**src/rtl/out_quant_fifo.sv**
```systemverilog
// out_quant_fifo: rounds and saturates a signed filter output to 16 bits,
// then buffers the quantized samples in a show-ahead FIFO with clip and
// overflow-drop counters. Outputs are all driven straight from registers.
module out_quant_fifo #(
  parameter int DIN_W = 19,
  parameter int SHIFT = 3,
  parameter int DEPTH = 8
) (
  input  logic                    clk,
  input  logic                    rst,
  input  logic signed [DIN_W-1:0] din,
  input  logic                    din_valid,
  output logic signed [15:0]      dout,
  output logic                    dout_valid,
  input  logic                    dout_ready,
  output logic                    full,
  output logic [7:0]              sat_cnt,
  output logic [7:0]              drop_cnt
);

  localparam int AW = $clog2(DEPTH);
  localparam int CW = AW + 1;
  localparam int SW = DIN_W + 1;
  // Comparison width: wide enough for the sum and for the 16-bit limits.
  localparam int EW = (SW > 17) ? SW : 17;

  localparam logic signed [SW-1:0] RND   = SW'(1) << (SHIFT - 1);
  localparam logic signed [EW-1:0] MAX_V = EW'(32'sd32767);
  localparam logic signed [EW-1:0] MIN_V = EW'(-32'sd32768);
  localparam logic [CW-1:0]        DEPTH_C = CW'(DEPTH);

  // Stage 1 combinational path
  logic signed [SW-1:0] w_sum;
  logic signed [SW-1:0] w_shr;
  logic signed [EW-1:0] w_ext;
  logic                 w_hi;
  logic                 w_lo;
  logic signed [15:0]   w_sat;

  // Stage 1 registers
  logic signed [15:0]   r_q;
  logic                 r_q_valid;
  logic [7:0]           r_sat_cnt;

  // FIFO state
  logic signed [15:0]   r_mem [DEPTH];
  logic [AW-1:0]        r_wptr;
  logic [AW-1:0]        r_rptr;
  logic [CW-1:0]        r_count;
  logic signed [15:0]   r_dout;
  logic                 r_dout_valid;
  logic                 r_full;
  logic [7:0]           r_drop_cnt;

  // FIFO control
  logic                 w_pop;
  logic                 w_push;
  logic                 w_drop;
  logic [CW-1:0]        w_kept;
  logic [CW-1:0]        w_count_nxt;
  logic [AW-1:0]        w_rptr_nxt;
  logic signed [15:0]   w_dout_nxt;

  // Round half-up at SW bits (no wrap possible), arithmetic shift, then clip to 16 bits.
  always_comb begin
    w_sum = {din[DIN_W-1], din} + RND;
    w_shr = w_sum >>> SHIFT;
    w_ext = EW'(w_shr);
    w_hi  = (w_ext > MAX_V);
    w_lo  = (w_ext < MIN_V);
    if (w_hi) begin
      w_sat = 16'sh7FFF;
    end else if (w_lo) begin
      w_sat = 16'sh8000;
    end else begin
      w_sat = w_ext[15:0];
    end
  end

  // Stage 1 register: quantized sample, its valid flag and the clip counter.
  always_ff @(posedge clk) begin
    if (rst) begin
      r_q       <= 16'sd0;
      r_q_valid <= 1'b0;
      r_sat_cnt <= 8'd0;
    end else begin
      r_q       <= w_sat;
      r_q_valid <= din_valid;
      if (din_valid && (w_hi || w_lo) && (r_sat_cnt != 8'hFF)) begin
        r_sat_cnt <= r_sat_cnt + 8'd1;
      end
    end
  end

  // Push/pop decisions and the look-ahead head value for the registered dout.
  always_comb begin
    w_pop  = r_dout_valid & dout_ready;
    w_push = r_q_valid & (~r_full | w_pop);
    w_drop = r_q_valid & ~w_push;
    w_kept = r_count - CW'(w_pop);
    w_count_nxt = w_kept + CW'(w_push);
    if (w_pop) begin
      w_rptr_nxt = r_rptr + AW'(1);
    end else begin
      w_rptr_nxt = r_rptr;
    end
    // When no old entry survives the edge, the new head is the one being written.
    if (w_count_nxt == CW'(0)) begin
      w_dout_nxt = 16'sd0;
    end else if (w_kept == CW'(0)) begin
      w_dout_nxt = r_q;
    end else begin
      w_dout_nxt = r_mem[w_rptr_nxt];
    end
  end

  // Storage array; contents are don't-care after reset because the pointers are cleared.
  always_ff @(posedge clk) begin
    if (!rst && w_push) begin
      r_mem[r_wptr] <= r_q;
    end
  end

  // FIFO pointers, occupancy, registered status/head and the drop counter.
  always_ff @(posedge clk) begin
    if (rst) begin
      r_wptr       <= AW'(0);
      r_rptr       <= AW'(0);
      r_count      <= CW'(0);
      r_dout       <= 16'sd0;
      r_dout_valid <= 1'b0;
      r_full       <= 1'b0;
      r_drop_cnt   <= 8'd0;
    end else begin
      if (w_push) begin
        r_wptr <= r_wptr + AW'(1);
      end
      r_rptr       <= w_rptr_nxt;
      r_count      <= w_count_nxt;
      r_dout       <= w_dout_nxt;
      r_dout_valid <= (w_count_nxt != CW'(0));
      r_full       <= (w_count_nxt == DEPTH_C);
      if (w_drop && (r_drop_cnt != 8'hFF)) begin
        r_drop_cnt <= r_drop_cnt + 8'd1;
      end
    end
  end

  assign dout       = r_dout;
  assign dout_valid = r_dout_valid;
  assign full       = r_full;
  assign sat_cnt    = r_sat_cnt;
  assign drop_cnt   = r_drop_cnt;

endmodule

```
**config.mk**
```make
export PLATFORM = sky130hd
export DESIGN_NAME = out_quant_fifo
export DESIGN_NICKNAME = d
export VERILOG_FILES = /design/src/rtl/out_quant_fifo.sv
export SDC_FILE = /design/constraint.sdc
export NUM_CORES = 1
export LEC_CHECK = 0
export CAP_MARGIN = 30
export CORE_MARGIN = 8
export CORE_UTILIZATION = 55
export CTS_BUF_LIST = sky130_fd_sc_hd__clkbuf_2
export DETAILED_ROUTE_END_ITERATION = 6
export PLACE_DENSITY = 0.77
export RECOVER_POWER = 50
export SETUP_SLACK_MARGIN = 0.02
export SLEW_MARGIN = 0
export SYNTH_ARGS = -nofsm -noshare
export SYNTH_HDL_FRONTEND = slang
export SYNTH_SLANG_ARGS = --single-unit
```
**constraint.sdc**
```tcl
create_clock -name clk -period 5.09 [get_ports clk]
set_clock_uncertainty 0.05 [all_clocks]
set_input_delay 1.527 -clock clk [delete_from_list [all_inputs] [get_ports clk]]
set_output_delay 1.527 -clock clk [all_outputs]
set_load 0.01 [all_outputs]
```
==> results by group <==
Run status
  – Status: complete, but fails checks
  – Failing checks: max-capacitance violations, max-slew violations

Yosys
  – Post-Synth XOR/XNOR Area: 0.0301
  – Count of cell types in the netlist: 57
  – Ys async rst share: 0
  – Adder-cell area share of the yosys netlist: 0.0146
  – Mapped Nets: 594
  – Warnings, synthesis: 0
  – Compound-Gate Fraction of Synth Area: 0.0862
  – Post-synthesis area per instance: 13.7 sq um
  – Top cells by count, synth: edfxtp_1, mux2_2, dfxtp_1
  – Post-synthesis mux area share: 0.0959
  – Seq/Total Area, Yosys: 0.656
  – Post-synth EDFFs: 128
  – Top-area cell type share of the netlist area: 0.498
  – Cell taking the most area after synthesis: edfxtp_1
  – Register bit count reported by yosys: 189
  – Largest family of logic cells by synthesized area: multiplexers
  – Simple-gate area share of the yosys netlist: 0.0944
  – Synth Flop Type: edfxtp_1
  – Synthesized area: 0.00772 sq mm
  – Most frequent cell after synthesis: edfxtp_1
  – Main area contributors after synthesis: edfxtp_1, dfxtp_1, mux2_2, o22ai_1, nand2_1
  – Gate Count Post-Synth: 562

Drt
  – Drt via density: 5.87
  – Routed Antenna Nets: 0
  – 1st-iter DRT viols: 327
  – # DRC: 0
  – Vias: 4808
  – Routed wire length: 15400 microns
  – Drt first pass iters: 5
  – WL per Instance: 18.8 microns

Die
  – Rows: 43
  – Initial Utilization: 0.559
  – Chip Width: 135 microns
  – Die height: 135 microns
  – I/O pin count: 57
  – Die Area: 0.0181 sq mm
  – Area of the core: 0.0138 sq mm

Place
  – PortBufs: 54
  – Setup WS pre-CTS: 0.496 ns
  – DP Cell Count: 786
  – DP Wirelength: 9800 microns
  – Gpl congestion: 0.828

Pwr
  – Leak: 0.00290 uW
  – VDD IR max: 0.184 mV
  – PD cells: 376 mW/mm^2

Clocking
  – Post-CTS setup buffers: 0
  – # H-tree levels: 4
  – CTS Sinks: 189
  – CTS tree: done
  – Clock tree buffer depth: 2
  – CTS root buf: clkbuf_2
  – Worst-Skew Late Latency: 0.77 ns
  – Hold buffer count at cts: 0
  – Clock transition at the registers of the reported paths: 0.24 ns
  – Post-CTS Resized: 0
  – Num CTS Buffers: 17

Cells and area
  – Layout cell share with drive strength beyond 1: 0.199
  – Area growth syn-to-layout: 12.3%
  – Number of nets in the layout: 657
  – Fillers: 1046
  – Final cell count without fillers: 819

STA
  – Slew at the pin closest to its max-slew limit: 2.08 ns
  – Total Negative Setup Slacks: 0 ns
  – Fmax: 0.266 GHz
  – Crit path time final: 3.76 ns
  – Crit share post-route: 0.738
  – Max-slew violations: 52
  – RSZ-0062 raised after global routing: no
  – Final-report hold violation count: 0
  – Final Setup Violations: 0
  – Max transition margin: -0.389
  – Final setup margin: 1.33 ns

Job
  – Max Cap Viol: 1

Worst setup path
  – Crit-path cells: clkdlybuf4s50_1 > a21boi_0 > nand2b_1 > inv_1 > ha_1 > ha_1 > nor2_1 > nand2_1 > and3b_1 > o31ai_2 > buf_4 > o31ai_1
  – Most frequent CP cell: ha_1
  – Crit-path max FO: 16
  – Critical path class: input port to register
  – Startpoint types: input port
  – Crit-path slowest cell: clkdlybuf4s50_1
  – Crit. End Element: register
  – CP Data Arrival Time: 4.37 ns
  – WP data required: 5.70 ns
  – Max stage delay on crit path: 0.45 ns

Global routing
  – Global-route wire length before repair: 24500 microns
  – GR Overflow Total: 0
  – Gr usage total: 0.176
  – Number of global-route vias before repair: 4849
  – Initial antenna violation count: 1
  – Pin count of the biggest net entering global routing: 52

Worst hold path
  – Worst Hold Class: register to register
[final timing paths]
path	slack [ns]	from	end	cells after the start
worst max-delay path	1.33	dout_ready	dout[1]$_SDFF_PP0_	12
worst min-delay path	0.47	sat_cnt[6]$_SDFFE_PP0P_	sat_cnt[6]$_SDFFE_PP0P_	2
worst max register to register	2.15	dout_valid$_SDFF_PP0_	dout[1]$_SDFF_PP0_	11
worst min register to register	0.47	sat_cnt[6]$_SDFFE_PP0P_	sat_cnt[6]$_SDFFE_PP0P_	2
[metal layers]
metal,wire (microns),track usage,share of wire
met5,0,0,0
met1,6380,0.204,0.41
met4,362,0.0780,0.023
met2,7860,0.301,0.51
met3,816,0.0457,0.053
[power breakdown]
part | total (uW) | internal [uW] | switching [uW] | leakage [uW]
combinational | 824 | 402 | 422 | 0.00110
sequential | 1770 | 1720 | 49.5 | 0.00167
clock | 669 | 150 | 519 | 0.000129
[cell type report]
type | count | area (sq um) | share of cell area
repair buffers | 68 | 638 | 0.0736
clock buffers | 20 | 100 | 0.0115
clock inverters | 12 | 108 | 0.0124
diodes | 1 | 2.50 | 0.000288
inverters | 11 | 41.3 | 0.00476
multi-input cells | 338 | 2500 | 0.288
well taps | 180 | 225 | 0.0260
flip-flops and latches | 189 | 5060 | 0.584
[cells in the final DEF (no fill, tap or decap), drive strengths merged, types with 7 or more instances in the layout]
cell | synthesis | routed
nand3 | 8 | 8
dfxtp | 61 | 61
xor2 | 13 | 13
nor2 | 27 | 27
nor3 | 12 | 12
buf | 14 | 11
o21ai | 8 | 8
xnor2 | 11 | 11
inv | 11 | 16
o22ai | 32 | 32
o31ai | 18 | 18
clkbuf | 9 | 24
ha | 9 | 9
or3 | 7 | 7
edfxtp | 128 | 128
nand2 | 49 | 49
clkdlybuf4s50 | 0 | 53
a21oi | 28 | 28
nand4 | 7 | 7
mux2 | 64 | 64
[worst max-delay path, delay by kind of cell]
| kind | cells | cell delay, ns |
|---|---|---|
| compound gates | 3 | 0.59 |
| fa+ha+maj | 2 | 0.53 |
| buf+inv | 3 | 0.91 |
| simple gates | 4 | 0.79 |
[metrics by stage]
| step | util | instance area (sq um) | total power [uW] | hold WS (ns) |
|---|---|---|---|---|
| 2_1_floorplan | - | 7720 | 2370 | 0.451 |
| 3_3_place_gp | 0.614 | 8490 | 2590 | 0.435 |
| 3_5_place_dp | 0.614 | 8490 | 2630 | 0.436 |
| 4_1_cts | 0.629 | 8700 | 3280 | 0.474 |
| 5_1_grt | 0.627 | 8680 | 3420 | 0.521 |
| 6_report | 0.627 | 8680 | 3260 | 0.472 |
[cells by family after synthesis]
kind of cell,after synthesis
and+or+nand+nor,137
adders and majority gates,9
buffers and inverters,35
AOI/OAI and AO/OA,101
DFF,189
xor gates and xnor gates,25
muxes,66
[registers in the layout, indices dropped and copies added, names as in the netlist]
| name | flops |
|---|---|
| r_mem | 128 |
| dout | 16 |
| r_q | 16 |
| drop_cnt | 8 |
| sat_cnt | 8 |
| r_count | 4 |
| r_rptr | 3 |
| r_wptr | 3 |
| dout_valid | 1 |
| full | 1 |
| r_q_valid | 1 |
(Power assumes the default switching activity.)
